[config.mk]
export PLATFORM = sky130hd
export DESIGN_NAME = sub8_diff_accumulator
export DESIGN_NICKNAME = d
export VERILOG_FILES = /design/src/rtl/sub8_diff_accumulator.sv
export SDC_FILE = /design/constraint.sdc
export NUM_CORES = 1
export LEC_CHECK = 0
export ABC_AREA = 1
export BUFFER_PORTS_ARGS = -buffer_cell sky130_fd_sc_hd__buf_2
export CAP_MARGIN = 15
export CORE_ASPECT_RATIO = 1.5
export CORE_MARGIN = 8
export CORE_UTILIZATION = 30
export DETAILED_ROUTE_END_ITERATION = 6
export SYNTH_ARGS = -nofsm -noshare
export SYNTH_HDL_FRONTEND = slang
export SYNTH_SLANG_ARGS = --single-unit
export TNS_END_PERCENT = 100
[constraint.sdc]
create_clock -name clk -period 2.1 [get_ports clk]
set_input_delay 0.105 -clock clk [delete_from_list [all_inputs] [get_ports clk]]
set_output_delay 0.105 -clock clk [all_outputs]
set_load 0.01 [all_outputs]
[src/rtl/sub8_diff_accumulator.sv]
// Frame accumulator for the 8-bit signed subtractor stream: sums N_SAMPLES differences,
// counts overflow flags, and hands the total downstream. Define SUB8_ACC_SAT_EN to clamp the sum.
module sub8_diff_accumulator #(
  parameter int N_SAMPLES = 8,
  parameter int ACC_W     = 16,
  parameter int OVC_W     = 8
) (
  input  logic             clk,
  input  logic             rst,
  input  logic             in_valid,
  output logic             in_ready,
  input  logic [7:0]       result,
  input  logic             overflow,
  output logic             out_valid,
  input  logic             out_ready,
  output logic [ACC_W-1:0] sum,
  output logic [OVC_W-1:0] ovf_count,
  output logic             sat_flag
);

  typedef enum logic {ACCUM, DONE} state_t;

  localparam logic [7:0] LAST_CNT = 8'(N_SAMPLES - 1);

  state_t           state_q, state_d;
  logic [7:0]       cnt_q;
  logic [ACC_W-1:0] acc_q, acc_d;
  logic [OVC_W-1:0] ovc_q;
  logic             sat_q;
  logic             clip;
  logic             accept, handoff, last;

  assign last    = (cnt_q == LAST_CNT);
  assign accept  = in_valid && in_ready;
  assign handoff = out_valid && out_ready;

  always_ff @(posedge clk or posedge rst) begin
    if (rst) state_q <= ACCUM;
    else     state_q <= state_d;
  end

  always_comb begin
    state_d   = state_q;
    in_ready  = 1'b0;
    out_valid = 1'b0;
    case (state_q)
      ACCUM: begin
        in_ready = 1'b1;
        if (in_valid && last) state_d = DONE;
      end
      DONE: begin
        out_valid = 1'b1;
        if (out_ready) state_d = ACCUM;
      end
      default: state_d = ACCUM;
    endcase
  end

`ifdef SUB8_ACC_SAT_EN
  // One guard bit: disagreement between the top two bits means the true sum left the ACC_W range.
  logic [ACC_W:0] wide;
  assign wide = {acc_q[ACC_W-1], acc_q} + {{(ACC_W-7){result[7]}}, result};

  always_comb begin
    clip  = 1'b0;
    acc_d = wide[ACC_W-1:0];
    if (wide[ACC_W] != wide[ACC_W-1]) begin
      clip  = 1'b1;
      acc_d = wide[ACC_W] ? {1'b1, {(ACC_W-1){1'b0}}} : {1'b0, {(ACC_W-1){1'b1}}};
    end
  end
`else
  assign acc_d = acc_q + {{(ACC_W-8){result[7]}}, result};
  assign clip  = 1'b0;
`endif

  always_ff @(posedge clk or posedge rst) begin
    if (rst) begin
      acc_q <= '0;
      ovc_q <= '0;
      sat_q <= 1'b0;
      cnt_q <= '0;
    end else if (handoff) begin
      acc_q <= '0;
      ovc_q <= '0;
      sat_q <= 1'b0;
    end else if (accept) begin
      acc_q <= acc_d;
      if (overflow && (ovc_q != '1)) ovc_q <= ovc_q + 1'b1;
      if (clip) sat_q <= 1'b1;
      cnt_q <= last ? '0 : cnt_q + 8'd1;
    end
  end

  assign sum       = acc_q;
  assign ovf_count = ovc_q;
  assign sat_flag  = sat_q;

endmodule

# Word level (Yosys, flattened, before mapping)
# Index checks and enable logic that the tools add are counted.
dict set report totals {
  ff_bits 33
  wordCells 30
  input_bits 13
  ramBits 0
  mem_bits_ro 0
  mem_count 0
  latch_bits 0
}
dict set report classes {
  n_eq_ne 2
  reduce_logical 8
  order_cmp 0
  n_addsub 3
  div_mod_pow 0
  n_bitwise 2
  mul 0
  n_shift 0
  n_mux 11
}
# cell n
set op_table {}
lappend op_table {{two-way mux 16 bit} 2}
lappend op_table {{two-way mux 8 bit} 4}
lappend op_table {{adder 16 bit} 1}
lappend op_table {{adder 8 x 1 -> 8 bit (second input constant)} 2}
lappend op_table {{== test 8 x 3 -> 1 bit (second input constant)} 1}
lappend op_table {{inequality test 8 bit (second input constant)} 1}
lappend op_table {{logical AND 1 bit} 4}
lappend op_table {{two-way mux 1 bit} 4}
lappend op_table {{AND reduction 2 bit} 2}
lappend op_table {{nonzero test 2 bit} 2}
lappend op_table {{inverter 1 bit} 2}
lappend op_table {{one-hot mux 1 bit (2 select lines)} 1}

# Depth between registers and ports, before layout
# Gate-level depths: netlist (run 1).
dict set report logic_depth {
  ltp_word 5
  ltp_mapped 11
}

# Worst setup path after synthesis (run 1)
# Ideal clock, no wire load.
dict set report synth_path {
  kind {register -> register}
  startpoint {register acc_q[0] (netlist: sum[0])}
  endpoint {register acc_q[12] (netlist: sum[12])}
  period_less_slack_ps 1643
  t_arrival_ps 1526
  path_stages_with_launch 12
  slack_ps 457
  path_cell_list {dfrtp_1 -> ha_1 -> inv_1 -> fa_1 -> inv_1 -> nand3_1 -> nand3_1 -> nand3_1 -> nand3_1 -> nand2_1 -> nand3_1 -> nand2_1}
}
dict set report synth_via {
  elab_chain_len 3
}
# element line_no
set synth_lines {}
lappend synth_lines {{start: declaration} 27} ;# logic [ACC_W-1:0] acc_q, acc_d;
lappend synth_lines {{start signal: assignment} 79} ;# acc_q <= '0;
lappend synth_lines {{start signal: assignment} 84} ;# acc_q <= '0;
lappend synth_lines {{start signal: assignment} 88} ;# acc_q <= acc_d;
lappend synth_lines {{adder 16 bit} 73} ;# assign acc_d = acc_q + {{(ACC_W-8){result[7]}}, result};
lappend synth_lines {{two-way mux 16 bit} 87} ;# end else if (accept) begin
lappend synth_lines {{two-way mux 16 bit} 83} ;# end else if (handoff) begin
# Every way passes these cells. The select of a mux whose other input is x is not followed.
# A chain may end at the register's enable or synchronous reset.

# Worst setup path in the final report (run 1)
# Same ends and word-level chain as after synthesis.

==> run metrics, run 1 <==
Final Core Density=0.366; FF-to-FF End=sum[12]$_DFFE_PP0P_; Post-DP HPWL=between 4 and 5 mm; Final Max Slew Viols=0; row count=40; Worst path most repeated cell=nand3_1; IO buf count=38; # IOs=40; CP max FO=4; ANT cells=0; die area=11200 µm²; initial antenna violation count=0; 1st-iter DRT viols=slightly below 60; largest net degree at the start of global routing=34; required time worst endpoint=~2.3 ns; hold path start=out_ready; commonest non-fill, non-tap cells in the layout=nand2_1, inv_1, buf_2; Leak=around 1.7 nW; Worst setup SP type=register; Worst Reg-to-Reg Cells=11; total CTS buffers=5; run status=complete, no violations; CP max stage delay=0.36 ns; Cell Area, Placed=2710 µm²; routed vias/inst=4.53; final worst slack=approximately 0.38 ns; clk_skew=between 0.004 and 0.005 ns; Critical R2R Launch=sum[0]$_DFFE_PP0P_; vias in the first global route=around 2.5k; DRC Markers=0; filler cell count=882; Slowest cell on crit path=dfrtp_1; cell count of the worst hold path=2; Max Freq=~580 MHz; flops & latches, synth=33; critical path type=reg -> reg; pre-CTS setup slack=about 0.38 ns; Worst setup EP type=register; Warnings, synthesis=0; Die Ht=126 µm; first-pass GRT wire length=11.0 mm; ANT nets after route=0; top cells by area, synth=dfrtp_1, nand2_1, ha_1; final instance area=2890 µm²; P per Cell Area=between 1000 and 1500 nW/µm²; commonest non-fill, non-tap cell in the layout=nand2_1; syn_nets=379; CTS tree=done; DRT Pass-1 Iters=4; CP Data Arrival Time=1.89 ns; Synth Cell Area=about 2400 µm²; gr usage total=0.122; Max H-tree Level=2; post-layout minimum cycle time=1.72 ns; fin crit share=0.821; top_reg_cell synth=dfrtp_1; Syn Area/Cell=~6.9 µm²; GR Overflow Total=0; Final Hold Viols=0; fraction of registers with async set/reset=1.00; Die W=just under 90 µm; wire per inst=approximately 13 µm; Hold WC Path Type=in -> reg; Area growth, synth to finish=20.1%; clk sinks=33; NumNets Final=423; post-CTS resize count=0; Setup TNS=0 ns; Synth Instances=approximately 350; Max Cap Violations=0; RSZ-0062 raised after global routing=false; sequential share of the synthesized area=0.343; worst reg-to-reg setup slack=roughly 0.38 ns; maximum VDD drop=594 µV; Starting Density=0.305; crit-path cells=ha_1, inv_1, fa_1, inv_1, nand3_1, nand3_1, nand3_1, nand3_1, nand2_1, nand3_1, nand2_1; fraction of final layout cells sized beyond drive strength 1=0.140; via count=2258; # setup viols final=0; Clock transition at path regs=about 0.05 ns; Synth area leader=dfrtp_1; post-synthesis cell type count=31; Clock Latency Late Sink=0.28 ns; Synth top area share=0.343; Hold Path End=state_q$_DFF_PP0_; Post-synth EDFFs=0; CTS root buffer=clkbuf_16; routability cong.=a little over 0.8; core area=between 7000 and 8000 µm²; WL final=around 6.3 mm; clk buf depth=2
[final cells by class]
type | count | area [µm²] | share of cell area
inverters | 55 | 209 | 0.0722
flip-flops and latches | 33 | 826 | 0.285
multi-input cells | 256 | 1340 | 0.463
clock inverters | 1 | 30.0 | 0.0104
repair buffers | 41 | 215 | 0.0744
well taps | 105 | 131 | 0.0454
clock buffers | 7 | 143 | 0.0493
[stage by stage]
step | power, mW | instances | hold WS [ns]
after floorplan | 2.56 | 348 | 0.204
after global placement | 3.15 | 489 | 0.229
after detailed placement | 3.18 | 489 | 0.245
after CTS | 4.08 | 498 | 0.0399
after global routing | 4.44 | 498 | 0.0481
final | 4.02 | 498 | 0.0524
[synth_stat cells, types with 2 or more instances]
cell type	number
nand2_1	127
inv_1	54
dfrtp_1	33
nand3_1	27
nor2_1	21
ha_1	17
a21oi_1	12
o21ai_0	10
xor2_1	10
nor3_1	7
nand4_1	3
o31ai_1	3
and3_1	2
buf_6	2
nand3b_1	2
nor2_4	2
xnor2_1	2
[worst max-delay path: cells and delay by family (launching register included)]
kind	cells	cell delay, ns
DFF	1	0.36
and+or+nand+nor	7	0.55
adders and majority gates	2	0.52
buffers and inverters	2	0.17
[logic make-up (layout without fill, tap and decap cells)]
logic type	after synthesis	count (layout)	synth area share
adder cells (fa/ha/maj)	18	18	0.0966
AO/OA/AOI/OAI	27	27	0.0613
buffers and inverters	59	104	0.101
XOR/XNOR	12	12	0.0436
flip-flops	33	33	0.343
AND/OR/NAND/NOR	198	198	0.353
other	1	1	0.00156
[timing repair]
| action | CTS | global route |
|---|---|---|
| endpoints found under the hold margin | 33 | 0 |
| hold buffers | 1 | 0 |
| setup buffers | 0 | 0 |
| endpoints found under the setup margin | 0 | 0 |
[registers in the layout (all words and copies together) (netlist names)]
register	count
state_q	1
cnt_q	8
ovf_count	8
sum	16
[report_power, final]
group          switching, mW  internal (mW)
clock                  0.274          0.593
combinational           1.23          0.761
sequential             0.265          0.900
total                   1.77           2.25
[worst max-delay path by stage]
stage	slack, ns	from	depth (start not counted)	end
2_1_floorplan	0.46	sum[0]$_DFFE_PP0P_	11	sum[12]$_DFFE_PP0P_
3_3_place_gp	0.42	sum[0]$_DFFE_PP0P_	11	sum[12]$_DFFE_PP0P_
3_5_place_dp	0.38	sum[0]$_DFFE_PP0P_	11	sum[12]$_DFFE_PP0P_
4_1_cts	0.36	sum[0]$_DFFE_PP0P_	11	sum[12]$_DFFE_PP0P_
5_1_grt	0.15	sum[0]$_DFFE_PP0P_	11	sum[12]$_DFFE_PP0P_
6_report	0.38	sum[0]$_DFFE_PP0P_	11	sum[12]$_DFFE_PP0P_
[routing by layer]
metal | track usage | wire length (µm)
met4 | 0.0571 | 180
met1 | 0.119 | 2530
met2 | 0.228 | 3340
met5 | 0 | 0
met3 | 0.0286 | 237
Power figures use the tool's default switching activity.
==> run 2, diff against run 1 <==
==> constraint.sdc (replaced) <==
create_clock -name clk -period 1.4 [get_ports clk]
set_input_delay 0.07 -clock clk [delete_from_list [all_inputs] [get_ports clk]]
set_output_delay 0.07 -clock clk [all_outputs]
set_load 0.01 [all_outputs]
==> run 2 against run 1 <==
Largest power group unchanged. Sequential cell count did not move. Non-clock buffer count rose by 54. Sequential power rose by 47%. The flow now finishes with violations (negative setup slack). Critical path type unchanged. Worst hold slack improved by 0.081 ns. Via count rose by 11%. Utilization rose by 11 points. Design area rose by 30%.
==> run metrics, run 2 (synthesized netlist as in run 1, its figures left out) <==
total CTS buffers=5 (unchanged); CP max stage delay=0.39 ns (was 0.36 ns); CP max FO=3 (was 4); Clock Latency Late Sink=0.28 ns (about the same); die area=11200 µm² (unchanged); IO buf count=38 (unchanged); Die Ht=126 µm (unchanged); vias in the first global route=2581 (was 2517); Leak=1.98 nW (was 1.66 nW); CTS root buffer=clkbuf_16 (unchanged); Cell Area, Placed=3240 µm² (was 2710 µm²); Post-DP HPWL=5.09 mm (was 4.83 mm); # setup viols final=12 (was 0); WL final=6.95 mm (was 6.28 mm); DRT Pass-1 Iters=4 (unchanged); fraction of final layout cells sized beyond drive strength 1=0.407 (was 0.140); Slowest cell on crit path=dfrtp_1 (unchanged); Final Hold Viols=0 (unchanged); Buf/Inv on CP=3 (was 2); via count=2496 (was 2258); gr usage total=0.127 (was 0.122); clk buf depth=2 (unchanged); Max Freq=626 MHz (was 580 MHz); WL met3=248 µm (was 237 µm); initial antenna violation count=0 (unchanged); core area=7910 µm² (unchanged); Worst setup SP type=register (unchanged); maximum VDD drop=908 µV (was 594 µV); Tot Pwr=8.02 mW (was 4.02 mW); Final Max Slew Viols=0 (unchanged); max reg flops=16 (unchanged); CP delay by family, top=simple AND/OR/NAND/NOR gates (unchanged); largest net degree at the start of global routing=34 (unchanged); 1st-iter DRT viols=80 (was 59); CTS tree=done (unchanged); clk sinks=33 (unchanged); final instance area=3750 µm² (was 2890 µm²); NumNets Final=477 (was 423); DR WL met2=3.71 mm (was 3.34 mm); first-pass GRT wire length=11.4 mm (was 11.0 mm); met1 wire length=2.91 mm (was 2.53 mm); run status=finished with violations (was complete, no violations); Worst setup EP type=register (unchanged); Starting Density=0.305 (unchanged); CP Data Arrival Time=1.77 ns (was 1.89 ns); RSZ-0062 raised after global routing=true (was false); clk_skew=0.00248 ns (was 0.00417 ns); commonest non-fill, non-tap cell in the layout=nand2_1 (unchanged); failing checks=negative setup slack; Max H-tree Level=2 (unchanged); post-layout minimum cycle time=1.60 ns (was 1.72 ns); final worst slack=-0.197 ns (was 0.376 ns); Max Cap Violations=0 (unchanged); top routing layer used=met4 (unchanged); P per Cell Area=2130 nW/µm² (was 1390 nW/µm²); required time worst endpoint=1.57 ns (was 2.26 ns); row count=40 (unchanged); commonest non-fill, non-tap cells in the layout=nand2_1, buf_4, inv_1 (was nand2_1, inv_1, buf_2); fin crit share=1.14 (was 0.821); routed vias/inst=4.52 (was 4.53); ANT cells=0 (unchanged); Die W=89.2 µm (unchanged); crit-path cells=ha_2, inv_2, fa_2, inv_2, nand3_2, nand3_4, buf_6, or2_4, nand3_2, nand2_1 (was ha_1, inv_1, fa_1, inv_1, nand3_1, nand3_1, nand3_1, nand3_1, nand2_1, nand3_1, nand2_1); pre-CTS setup slack=-0.195 ns (was 0.380 ns); Setup TNS=-1.41 ns (was 0 ns); # IOs=40 (unchanged); Hold WC Path Type=in -> reg (unchanged); DRC Markers=0 (unchanged); ANT nets after route=0 (unchanged); GR Overflow Total=0 (unchanged); routability cong.=0.821 (was 0.809); WHS=0.133 ns (was 0.0524 ns); Area growth, synth to finish=55.8% (was 20.1%); wire per inst=12.6 µm (about the same); critical path type=reg -> reg (unchanged); Clock transition at path regs=0.05 ns (about the same)
## run 2: worst reg2reg max path, stage by stage (launching register included)
cell and delay, ns:
dfrtp_1 0.39, ha_2 0.20, inv_2 0.05, fa_2 0.19, inv_2 0.05, nand3_2 0.07
nand3_4 0.09, buf_6 0.13, or2_4 0.22, nand3_2 0.06, nand2_1 0.04
## run 2: final timing paths
| path | start | endpoint | slack [ns] | cells after the start |
|---|---|---|---|---|
| setup / recovery | sum[0]$_DFFE_PP0P_ | sum[4]$_DFFE_PP0P_ | -0.20 | 10 |
| hold / removal | overflow | ovf_count[3]$_DFFE_PP0P_ | 0.13 | 3 |
| setup reg to reg | sum[0]$_DFFE_PP0P_ | sum[4]$_DFFE_PP0P_ | -0.20 | 10 |
| hold reg to reg | cnt_q[7]$_DFFE_PP0P_ | cnt_q[7]$_DFFE_PP0P_ | 0.48 | 1 |
| max in group asynchronous | rst | sum[5]$_DFFE_PP0P_ | 0.60 | 4 |
| min in group asynchronous | rst | ovf_count[7]$_DFFE_PP0P_ | 0.44 | 4 |
## run 2: final cells by class
class / count / area [µm²]
Clock buffer: 7 / 143
Tap cell: 105 / 131
Timing Repair Buffer: 95 / 659
Sequential cell: 33 / 827
Clock inverter: 1 / 30.0
Fill cell: 795 / 4150
Inverter: 55 / 209
Multi-Input combinational cell: 256 / 1760
## run 2: report_power, final
group	switching, mW	leakage (nW)	internal [mW]
Clock	0.420	0.0841	0.889
Sequential	0.364	0.406	1.35
Combinational	2.59	1.49	2.40
Total	3.37	1.98	4.64
## run 2: repair_timing
action	4_1_cts	5_1_grt
pin swaps	18	27
buffers inserted	4	9
hold buffers	2	0
setup endpoints to repair	20	23
resized for setup	36	40
hold endpoints to repair	34	0
## run 2: through the flow
| stage | instances | utilization |
|---|---|---|
| floorplan | 348 | - |
| global placement | 532 | 0.409 |
| detailed placement | 532 | 0.409 |
| CTS | 546 | 0.450 |
| global route | 552 | 0.475 |
| finish | 552 | 0.475 |
## run 2: routing by layer
layer  track usage  up-vias
met4        0.0423        0
met2         0.233       40
met3        0.0280        6
li1              -     1291
met1         0.135     1159
met5             0        -
